==> src/rtl/ps2_keyboard_controller.sv <==
// PS/2 keyboard receiver: synchronises the connector pins, deserialises and validates
// 11-bit frames, folds E0/F0 prefixes into flags, and queues key events in an FWFT FIFO.
module ps2_keyboard_controller #(
    parameter int FIFO_DEPTH     = 8,
    parameter int TIMEOUT_CYCLES = 5000
) (
    input  logic                          clock,
    input  logic                          reset,
    input  logic                          ps2_clock,
    input  logic                          ps2_data,
    input  logic                          read,
    input  logic                          clear_errors,
    output logic [9:0]                    key_data,
    output logic                          key_valid,
    output logic [$clog2(FIFO_DEPTH):0]   fifo_count,
    output logic                          overflow,
    output logic                          frame_error
);

    localparam int AW = $clog2(FIFO_DEPTH);
    localparam int CW = AW + 1;
    localparam int TW = $clog2(TIMEOUT_CYCLES + 1);

    typedef enum logic [1:0] {IDLE, RECEIVE, CHECK} state_t;

    // Pin synchronisers: [0] meta, [1] synced; the clock chain keeps [2] as the previous synced value.
    logic [2:0]    ps2_clk_sync_q, ps2_clk_sync_d;
    logic [1:0]    ps2_dat_sync_q, ps2_dat_sync_d;
    state_t        state_q, state_d;
    logic [3:0]    bit_cnt_q, bit_cnt_d;
    logic [9:0]    shift_q, shift_d;
    logic [TW-1:0] idle_cnt_q, idle_cnt_d;
    logic          ext_q, ext_d, rel_q, rel_d;
    logic [AW-1:0] wr_ptr_q, wr_ptr_d, rd_ptr_q, rd_ptr_d;
    logic [CW-1:0] count_q, count_d;
    logic          overflow_q, overflow_d, frame_error_q, frame_error_d;
    logic [9:0]    mem_q [FIFO_DEPTH];

    logic       fall_edge, bit_in;
    logic       push, frame_err_evt, do_read, do_write, fifo_full, ovf_evt;
    logic [9:0] push_data;

    assign fall_edge = ps2_clk_sync_q[2] & ~ps2_clk_sync_q[1];
    assign bit_in    = ps2_dat_sync_q[1];

    // NOTE: combinational blocks use blocking '=' with every output defaulted first,
    // so no path can leave a variable unassigned and infer a latch.
    always_comb begin
        ps2_clk_sync_d = {ps2_clk_sync_q[1:0], ps2_clock};
        ps2_dat_sync_d = {ps2_dat_sync_q[0], ps2_data};
        state_d        = state_q;
        bit_cnt_d      = bit_cnt_q;
        shift_d        = shift_q;
        idle_cnt_d     = idle_cnt_q;
        ext_d          = ext_q;
        rel_d          = rel_q;
        push           = 1'b0;
        push_data      = '0;
        frame_err_evt  = 1'b0;

        case (state_q)
            IDLE: begin
                if (fall_edge && !bit_in) begin
                    bit_cnt_d  = 4'd1;
                    idle_cnt_d = '0;
                    state_d    = RECEIVE;
                end
            end
            RECEIVE: begin
                if (fall_edge) begin
                    // LSB-first: after ten shifts [7:0]=data, [8]=parity, [9]=stop.
                    shift_d    = {bit_in, shift_q[9:1]};
                    idle_cnt_d = '0;
                    if (bit_cnt_q == 4'd10) begin
                        state_d = CHECK;
                    end else begin
                        bit_cnt_d = bit_cnt_q + 4'd1;
                    end
                end else if (idle_cnt_q == TW'(TIMEOUT_CYCLES - 1)) begin
                    state_d       = IDLE;
                    frame_err_evt = 1'b1;
                    ext_d         = 1'b0;
                    rel_d         = 1'b0;
                end else begin
                    idle_cnt_d = idle_cnt_q + TW'(1);
                end
            end
            CHECK: begin
                state_d = IDLE;
                if (!(^shift_q[8:0]) || !shift_q[9]) begin
                    frame_err_evt = 1'b1;
                    ext_d         = 1'b0;
                    rel_d         = 1'b0;
                end else if (shift_q[7:0] == 8'hE0) begin
                    ext_d = 1'b1;
                end else if (shift_q[7:0] == 8'hF0) begin
                    rel_d = 1'b1;
                end else begin
                    push      = 1'b1;
                    push_data = {ext_q, rel_q, shift_q[7:0]};
                    ext_d     = 1'b0;
                    rel_d     = 1'b0;
                end
            end
            default: state_d = IDLE;
        endcase

        // A read frees the head slot this cycle, so a push into a full FIFO still lands.
        fifo_full = (count_q == CW'(FIFO_DEPTH));
        do_read   = read && (count_q != '0);
        do_write  = push && (!fifo_full || do_read);
        ovf_evt   = push && fifo_full && !do_read;
        wr_ptr_d  = wr_ptr_q + AW'(do_write);
        rd_ptr_d  = rd_ptr_q + AW'(do_read);
        count_d   = count_q + CW'(do_write) - CW'(do_read);

        overflow_d    = (overflow_q && !clear_errors) || ovf_evt;
        frame_error_d = (frame_error_q && !clear_errors) || frame_err_evt;
    end

    // NOTE: sequential blocks use non-blocking '<=' so every flop samples pre-edge values.
    always_ff @(posedge clock) begin
        if (reset) begin
            ps2_clk_sync_q <= '1;
            ps2_dat_sync_q <= '1;
            state_q        <= IDLE;
            bit_cnt_q      <= '0;
            shift_q        <= '0;
            idle_cnt_q     <= '0;
            ext_q          <= 1'b0;
            rel_q          <= 1'b0;
            wr_ptr_q       <= '0;
            rd_ptr_q       <= '0;
            count_q        <= '0;
            overflow_q     <= 1'b0;
            frame_error_q  <= 1'b0;
        end else begin
            ps2_clk_sync_q <= ps2_clk_sync_d;
            ps2_dat_sync_q <= ps2_dat_sync_d;
            state_q        <= state_d;
            bit_cnt_q      <= bit_cnt_d;
            shift_q        <= shift_d;
            idle_cnt_q     <= idle_cnt_d;
            ext_q          <= ext_d;
            rel_q          <= rel_d;
            wr_ptr_q       <= wr_ptr_d;
            rd_ptr_q       <= rd_ptr_d;
            count_q        <= count_d;
            overflow_q     <= overflow_d;
            frame_error_q  <= frame_error_d;
        end
    end

    // NOTE: the storage array is deliberately not reset; key_data is masked while empty.
    always_ff @(posedge clock) begin
        if (do_write) begin
            mem_q[wr_ptr_q] <= push_data;
        end
    end

    assign key_valid   = (count_q != '0);
    assign key_data    = key_valid ? mem_q[rd_ptr_q] : '0;
    assign fifo_count  = count_q;
    assign overflow    = overflow_q;
    assign frame_error = frame_error_q;

endmodule

==> config.mk <==
export PLATFORM = sky130hd
export DESIGN_NAME = ps2_keyboard_controller
export DESIGN_NICKNAME = d
export VERILOG_FILES = /design/src/rtl/ps2_keyboard_controller.sv
export SDC_FILE = /design/constraint.sdc
export NUM_CORES = 1
export LEC_CHECK = 0
export CORE_AREA = 2 2 121 123
export DETAILED_ROUTE_END_ITERATION = 16
export DIE_AREA = 0 0 123 125
export GPL_ROUTABILITY_DRIVEN = 0
export GPL_TIMING_DRIVEN = 0
export PLACE_DENSITY_LB_ADDON = 0.08
export SLEW_MARGIN = 40
export SYNTH_ARGS = -nofsm -noshare
export SYNTH_HDL_FRONTEND = slang
export SYNTH_SLANG_ARGS = --single-unit
export TNS_END_PERCENT = 100
==> constraint.sdc <==
create_clock -name clock -period 2.8 [get_ports clock]
set_input_delay 0.56 -clock clock [delete_from_list [all_inputs] [get_ports clock]]
set_output_delay 0.56 -clock clock [all_outputs]
set_load 0.05 [all_outputs]
==> Yosys cells after proc, flatten, opt, wreduce, memory -nomap -nowiden <==
Memories as Yosys holds them, arrays and structs flattened. A register that Yosys moved wholly into a read port is not among the register bits.
Cells that the tools add are included.
{ "op_classes": {"add_sub_neg": 6, "eq_ne": 17, "mux": 39, "bitwise": 2, "reduce_logical": 28} }
{ "op_table": {"columns": ["operator", "count"], "rows": [
  ["$mux W10", 5],
  ["$mux W13", 3],
  ["$pmux W13 S2", 1],
  ["$mux W1", 17],
  ["$eq A8 B8 Y1 const B", 2],
  ["$add A13 B1 Y13 const B", 1],
  ["$eq A13 B13 Y1 const B", 1],
  ["$mux W4", 3],
  ["$ne A3 B3 Y1 const B", 4],
  ["$reduce_and A4 Y1", 3],
  ["$ne A2 B2 Y1 const B", 5],
  ["$reduce_xor A9 Y1", 1],
  ["$eq A4 B4 Y1 const B", 2],
  ["$mux W2", 4],
  ["$pmux W4 S2", 1],
  ["$logic_and A1 B1 Y1", 7],
  ["$add A3 B1 Y3", 2],
  ["$logic_not A1 Y1", 6],
  ["$pmux W1 S2", 3],
  ["$reduce_and A3 Y1", 2],
  ["$add A4 B1 Y4", 1],
  ["$add A4 B1 Y4 const B", 1],
  ["$logic_or A1 B1 Y1", 4],
  ["$ne A4 B4 Y1 const B", 1],
  ["11 further kinds", 12]
]} }
{ "totals": {"ff_bits": 48, "mem_bits_rw": 80, "input_bits": 6, "wordCells": 106, "memories": 1} }
{ "mem_list": {"columns": ["name", "words", "width", "read_ports", "rd_ports_with_merged_regs", "write_ports", "line_no", "source"], "rows": [
  ["mem_q", 8, 10, 1, 1, 1, "37", "logic [9:0] mem_q [FIFO_DEPTH];"]
]} }

==> Longest topological paths before layout <==
Gate-level depths: netlist of the first run.
{ "logic_depth": {"word_depth": 8, "mapped_depth": 12, "depth_no_buf": 12} }

==> Least setup slack after synthesis of the first run <==
No wires, ideal clock.
{ "synth_timing": {"path_type": "reg2reg", "start": "register shift_q[2]", "end": "memory mem_q[0][0] (enable)", "arrival_time_ns": 2.593, "t_required_ns": 2.396, "path_slack_ns": -0.196, "path_stages_with_launch": 8, "n_path_buf": 0, "synth_period_minus_slack_ns": 2.996, "cell_sequence": "dfxtp_1 inv_1 ha_1 xnor3_1 xnor2_2 o2111a_2 nand2_4 nor4_1"} }
{ "synth_between": {"elab_chain_len": 8, "elab_cells_between_ends": 12, "classes_between": "eq/ne (2); mux (6); reduce/logical (4)"} }
{ "synth_lines": {"columns": ["item", "line_no", "source"], "rows": [
  ["start: declaration", "31", "logic [9:0] shift_q, shift_d;"],
  ["start signal: assignment", "142", "shift_q <= shift_d;"],
  ["$eq A8 B8 Y1 or $reduce_xor A9 Y1 (tied branches)", "96, 90", null],
  ["$mux W1 or $logic_not A1 Y1 (tied branches)", "96, 90", null],
  ["$mux W1 or $logic_or A1 B1 Y1 (tied branches)", "94, 90", null],
  ["$mux W1 *", "90", "if (!(^shift_q[8:0]) || !shift_q[9]) begin"],
  ["$mux W1 *", "61", "case (state_q)"],
  ["$logic_and A1 B1 Y1 *", "111", "do_write = push && (!fifo_full || do_read);"],
  ["$mux W1 *", "156", "if (do_write) begin"],
  ["$mux W1 (not written as such) *", "157", "mem_q[wr_ptr_q] <= push_data;"],
  ["end: declaration", "37", null]
]} }
Mark *: on every way between the ends. The rest lies on a longest branch, timed or not.

==> results of run 1 <==
sequential cells by signal, summed over array words and instances, names as in the netlist:
signal          flops
wr_ptr_q            3
ps2_clk_sync_q      3
bit_cnt_q           4
rel_q               1
ps2_dat_sync_q      2
mem_q              80
overflow            1
ext_q               1
shift_q            10
frame_error         1
idle_cnt_q         13
rd_ptr_q            3
state_q             2
fifo_count          4
final cells by class:
type	count	area share (%)
Buffer	15	1.26
Clock buffer	21	6.43
Clock inverter	11	1.70
Inverter	20	1.10
Multi-Input combinational cell	244	31.5
Sequential cell	128	49.2
Tap cell	184	3.36
Timing Repair Buffer	40	5.50
kinds of logic (layout without fill, tap and decap cells):
logic type | count (synthesis) | count (layout) | synth area share (%)
AO/OA/AOI/OAI | 30 | 30 | 3.69
XOR/XNOR | 21 | 21 | 3.69
adder cells (fa/ha/maj) | 21 | 21 | 4.86
buffers and inverters | 35 | 107 | 2.45
flip-flops | 128 | 128 | 60.4
multiplexers | 39 | 39 | 11.5
AND/OR/NAND/NOR | 133 | 133 | 13.4
per-layer routing:
layer,wire [µm],track usage [%],vias up
met5,0,0,-
met4,158,5.82,0
met3,333,4.93,13
met2,5710,26.1,41
met1,5050,20.2,1586
li1,-,-,1607
what timing repair did:
item	CTS	global route
setup buffers	5	8
hold endpoints to repair	0	0
resized for setup	36	14
setup endpoints to repair	51	38
pin swaps	5	8
cells in the mapped netlist, drive strengths merged, types with 2 or more instances:
library cell / n / area, µm²
ha: 20 / 250
xor2: 13 / 114
inv: 20 / 75.1
nor4: 3 / 40.0
mux2i: 19 / 190
nand2b: 7 / 43.8
nand4: 8 / 50.1
o21ai: 4 / 20.0
a21oi: 11 / 55.1
nor2: 53 / 199
and2: 12 / 75.1
nor2b: 5 / 31.3
nor3: 5 / 30.0
nand3b: 3 / 22.5
or2: 7 / 43.8
dfxtp: 48 / 961
xnor2: 7 / 68.8
o211ai: 5 / 37.5
edfxtp: 80 / 2400
clkbuf: 10 / 37.5
buf: 5 / 23.8
a311oi: 2 / 23.8
a211oi: 2 / 15.0
nand3: 8 / 50.1
mux4: 20 / 450
nand2: 10 / 45.0
and3: 4 / 25.0
and4: 2 / 17.5
per-stage QoR:
step	std cells	hold WS [ns]	setup slack, ns	power [mW]	TNS (ns)
finish	663	0.403	0.111	5.43	0
global route	663	0.421	-0.0361	5.72	-0.0503
CTS	655	0.406	-0.0771	5.49	-0.0771
detailed placement	618	0.392	-0.187	3.38	-3.65
global placement	612	0.389	-0.929	3.37	-44.41
floorplan	407	0.383	0.0367	3.04	0
final timing paths:
| check | from | cells after the start | endpoint |
|---|---|---|---|
| hold / removal | ps2_dat_sync_q[0]$_SDFF_PP1_ | 1 | ps2_dat_sync_q[1]$_SDFF_PP1_ |
| hold reg to reg | ps2_dat_sync_q[0]$_SDFF_PP1_ | 1 | ps2_dat_sync_q[1]$_SDFF_PP1_ |
| setup / recovery | rd_ptr_q[1]$_SDFF_PP0_ | 5 | key_data[9] |
| setup reg to reg | shift_q[0]$_SDFFE_PP0P_ | 9 | mem_q[2][3]$_DFFE_PP_ |
power by group:
group          internal (mW)  switching [mW]  leakage (nW)
registers               2.05          0.0620          1.24
logic                  0.500           0.748          1.03
clock network           1.30           0.777         0.268
critical path, cell delays in order, from the launching register on:
cell             delay [ns]
dfxtp_1                0.38
clkbuf_2               0.37
mux4_2                 0.37
mux2i_1                0.16
nor2_1                 0.08
clkdlybuf4s15_2        0.35
placed cells by master, fill, tap and decap left out, types with 12 or more instances in the layout:
cell | synthesis | routed
buf_4 | 0 | 14
mux4_2 | 20 | 20
xor2_1 | 13 | 13
clkbuf_16 | 0 | 17
ha_1 | 20 | 18
nor2_1 | 53 | 52
dfxtp_1 | 48 | 45
edfxtp_1 | 80 | 80
and2_1 | 12 | 12
mux2i_1 | 19 | 19
inv_1 | 18 | 17
==> metrics.cfg, run 1 <==
[setup_path]
critPathArrivalTime_ns=2.13
critical_path_class=reg -> out
critPathMaxFanout=10
crit_path_end_kind=output port
worstSetupStartpointType=register
cp.required_ns=2.24
reg2reg_slack_ns=0.13

[drt]
first_iter_violations=157
num_vias=3247
vias_per_cell=4.90
drtAntennaViolNets=0
drc=0
firstDrtPassIters=4
routed_wl_mm=11.3
routedWlPerCell_um=17.0

[sta]
slew_violations=0
period_share_pct=96.0
hold_viol_final=0
slew_headroom_pct=57.1
tightest_slew_ns=0.644
max_freq_ghz=0.372
setup_viol=0
rsz0062_at_grt=yes
fin_worst_skew_ns=0.00866
min_period_ns=2.69

[yosys]
ys_async_sr_fraction_pct=0
synth_cells=407
yosys_warnings=0
synth_cell_type_count=51
ys_seq_area_share_pct=60.4
synth_area_mm2=0.00556
ys_ff_latch=128
synth_edf_count=80
syn_nets=434
synthFlopType=edfxtp_1
syn_area_per_cell_um2=13.7

[final_layout]
multi_input_comb_area_mm2=0.00216
drive_gt1_share_pct=23.0
fin_area_mm2=0.00685
regArea_mm2=0.00337
syn_to_final_growth_pct=23.1
fill_cells=1272
diodes=0
fin_util_pct=48.2
nNetsFinal=493

[floorplan]
rows=44
io_pins=23
coreArea_mm2=0.0142
die-area_mm2=0.0154
start_util_pct=39.2
die_h_um=125
die_w_um=123

[run_status]
status=finished, final reports clean

[clocking]
cts_buffer_depth=2
cts.sinks=128
clock_latency_ns=0.42
cts_made_buffers=17
hold_buffers=0
htreeDepth=4
cts_root_buffer=clkbuf_16
cts_tree=yes
path_clk_slew_ns=0.06

[global_routing]
gr-total-overflow=0
antenna_found_initial=0
grt_pass1_wl_mm=18.0
grt_usage_pct=16.1
grt_pass1_vias=3290
grt_max_degree=17

[run]
maxCapViolCount=0

[placed_design]
numPortBuffers=21
dpl.hpwl_mm=7.49
placed_area_mm2=0.00611

[pwr]
powerDensity_mw_per_mm2=793
total_leakage_power_nw=2.54
ir_worst_vdd_mv=0.425

[worst_hold_path]
holdCritPathClass=reg -> reg

No activity file was read; power rests on OpenSTA's default activity.
==> run 2: changes to the inputs <==
--- a/config.mk
+++ b/config.mk
@@ -5,9 +5,10 @@
 export SDC_FILE = /design/constraint.sdc
 export NUM_CORES = 1
 export LEC_CHECK = 0
-export CORE_AREA = 2 2 121 123
+export ABC_AREA = 1
+export CORE_AREA = 2 2 124 126
 export DETAILED_ROUTE_END_ITERATION = 16
-export DIE_AREA = 0 0 123 125
+export DIE_AREA = 0 0 126 128
 export GPL_ROUTABILITY_DRIVEN = 0
 export GPL_TIMING_DRIVEN = 0
 export PLACE_DENSITY_LB_ADDON = 0.08
==> run 2 against run 1 <==
Count of clock-buffer cells in the layout increased by 3. Flip-flop and latch count did not move. Clock power grew 2%. Via count grew 36%. Combinational power is 97% higher. Cell count up 33%. Core utilization decreased by 0.47 points. Worst setup slack worse by 0.033 ns. Clock skew increased by 0.0066 ns. Sequential share of layout area shrank 1.8 points. First-iteration DRC count increased by 31%. Wire length is 24% higher. Largest cell class unchanged.
==> metrics.cfg, run 2 <==
[run_status]
status=finished, final reports clean

[floorplan]
start_util_pct=39.3  ; +0.13 points
coreArea_mm2=0.0149  ; +4.7%
die_w_um=126  ; +2.4%
rows=45  ; +2.3%
die-area_mm2=0.0161  ; +4.9%
io_pins=23  ; unchanged
die_h_um=128  ; +2.4%

[clocking]
cts_made_buffers=17  ; unchanged
cts_root_buffer=clkbuf_16
path_clk_slew_ns=0.05  ; about the same
clock_latency_ns=0.42  ; about the same
cts_buffer_depth=2  ; unchanged
hold_buffers=0  ; unchanged
cts.sinks=128  ; unchanged
cts_tree=yes
htreeDepth=4  ; unchanged

[setup_path]
path_buf_inv=3  ; +1
critPathMaxFanout=10  ; unchanged
cp_slowest_stage_delay_ns=0.38  ; about the same
crit_path_end_kind=output port
cp.required_ns=2.24  ; about the same
crit_chain=inv_1, clkbuf_2, o21ai_0, o22ai_1, o21ai_1, a31oi_1, clkbuf_4
critical_path_class=reg -> out
crit_family=compound AO/OA/AOI/OAI gates
worstSetupStartpointType=register
critPathArrivalTime_ns=2.16  ; +0.03 ns
critPathSlowestCell=dfxtp_1

[pwr]
ir_worst_vdd_mv=0.409  ; -3.9%
powerDensity_mw_per_mm2=949  ; +20%
total_leakage_power_nw=2.39  ; -5.9%

[sta]
max_freq_ghz=0.367  ; -1.2%
slew_violations=0  ; unchanged
fin_worst_skew_ns=0.0153  ; +0.00664 ns
slew_headroom_pct=50.0  ; -7.1 points
tns_ns=0  ; unchanged
min_period_ns=2.72  ; +0.0333 ns
worst_slack_ns=0.0776  ; -0.0333 ns
hold_viol_final=0  ; unchanged
setup_viol=0  ; unchanged
period_share_pct=97.2  ; +1.2 points
tightest_slew_ns=0.750  ; +0.107 ns

[drt]
num_vias=4427  ; +36%
firstDrtPassIters=4  ; unchanged
drtAntennaViolNets=0  ; unchanged
first_iter_violations=206  ; +31%
drc=0  ; unchanged
routed_wl_mm=13.9  ; +24%
vias_per_cell=5.04  ; +2.8%
routedWlPerCell_um=15.8  ; -6.7%

[yosys]
synth_area_leader_cell=edfxtp_1
ys_async_sr_fraction_pct=0  ; unchanged
synthFlopType=edfxtp_1
netlist_top_cells_area=edfxtp_1 (41%), dfxtp_1 (16%), nor2_1 (7.8%)
synth_cell_type_count=35  ; -31%
yosysMostFrequentCell=nor2_1
synth_area_mm2=0.00584  ; +5.0%
synth_cells=631  ; +55%
synth_top_area_share_pct=41.1  ; -2.1 points
syn_area_per_cell_um2=9.26  ; -32%
ys_ff_latch=128  ; unchanged
ys_top_cells_by_count=nor2_1 (121), edfxtp_1 (80), nand2_1 (76), o21ai_0 (68), inv_1 (57)
syn_nets=658  ; +52%
synth_edf_count=80  ; unchanged
ys_seq_area_share_pct=57.6  ; -2.9 points
yosys_warnings=0  ; unchanged

[run]
maxCapViolCount=0  ; unchanged

[final_layout]
mostFrequentLayoutCells=nor2_1 (111), edfxtp_1 (80), nand2_1 (74)
syn_to_final_growth_pct=21.5
nNetsFinal=705  ; +43%
regMostFlops=mem_q
drive_gt1_share_pct=14.8  ; -8.2 points
fill_cells=1429  ; +12%
multi_input_comb_area_mm2=0.00229  ; +6.4%
largest_register_ffs=80  ; unchanged
final_common_cell=nor2_1
regArea_mm2=0.00336  ; about the same
diodes=0  ; unchanged
reg_top3=mem_q x80, idle_cnt_q x13, shift_q x10

[worst_hold_path]
holdCritPathClass=reg -> reg

[global_routing]
grt_pass1_vias=4502  ; +37%
grt_pass1_wl_mm=22.8  ; +26%
antenna_found_initial=0  ; unchanged
grt_usage_pct=18.4  ; +2.3 points
gr-total-overflow=0  ; unchanged
grt_max_degree=17  ; unchanged

[placed_design]
numPortBuffers=22  ; +4.8%
pre_cts_slack_ns=-0.268  ; -0.0815 ns
dpl.hpwl_mm=9.47  ; +26%

## run 2: changes by cell type after synthesis, sizes merged, moves of 12 or more
cell	change
nand3	+28
nor2	+69
o21ai	+65
mux4	-20
nand2	+69
and2	-12
mux2i	-19
inv	+40
a21oi	+21
## run 2: kinds of logic (layout without fill, tap and decap cells)
logic type / after synthesis / in the layout / share of synthesized area (%)
compound gates: 128 / 128 / 11.9
simple gates: 260 / 260 / 19.0
flops: 128 / 128 / 57.6
fa+ha+maj: 21 / 21 / 4.63
buf+inv: 87 / 147 / 5.93
xor+xnor: 7 / 7 / 1.05
## run 2: through the flow
stage | area (µm²) | cells | utilization, % | hold slack, ns | power (mW)
6_report | 7100 | 879 | 47.8 | 0.406 | 6.74
5_1_grt | 7100 | 879 | 47.8 | 0.422 | 7.11
4_1_cts | 6940 | 873 | 46.7 | 0.408 | 6.81
3_5_place_dp | 6370 | 841 | 42.9 | 0.397 | 4.73
3_3_place_gp | 6350 | 841 | 42.8 | 0.392 | 4.69
2_1_floorplan | 5900 | 631 | - | 0.389 | 3.95
## run 2: worst paths after layout
check,startpoint,endpoint,slack [ns],cells past startpoint
max,rd_ptr_q[0]$_SDFF_PP0_,key_data[9],0.08,7
min,ps2_dat_sync_q[0]$_SDFF_PP1_,ps2_dat_sync_q[1]$_SDFF_PP1_,0.41,1
max reg2reg,shift_q[4]$_SDFFE_PP0P_,fifo_count[1]$_SDFF_PP0_,0.25,17
min reg2reg,ps2_dat_sync_q[0]$_SDFF_PP1_,ps2_dat_sync_q[1]$_SDFF_PP1_,0.41,1
## run 2: cell type report
class | instances | area share, %
Timing Repair Buffer | 28 | 3.93
Inverter | 60 | 3.17
Sequential cell | 128 | 47.4
Clock buffer | 24 | 6.65
Buffer | 27 | 1.96
Multi-Input combinational cell | 416 | 32.3
Clock inverter | 8 | 1.25
Tap cell | 188 | 3.31
## run 2: metal layers
layer | share of wire (%) | GRT usage (%)
met5 | 0 | 0
met4 | 1.7 | 6.85
met3 | 3.3 | 4.72
met2 | 51 | 32.9
met1 | 44 | 21.3
## run 2: report_power, final
part           switching, mW  leakage (nW)  internal (mW)
Clock                  0.773         0.271           1.34
Combinational           1.77          1.18          0.691
Sequential            0.0855         0.942           2.07
## run 2: repair_timing
| item | 4_1_cts | 5_1_grt |
|---|---|---|
| gates resized for setup | 54 | 43 |
| setup buffers | 0 | 6 |
| setup endpoints to repair | 92 | 141 |
| pin swaps | 0 | 8 |
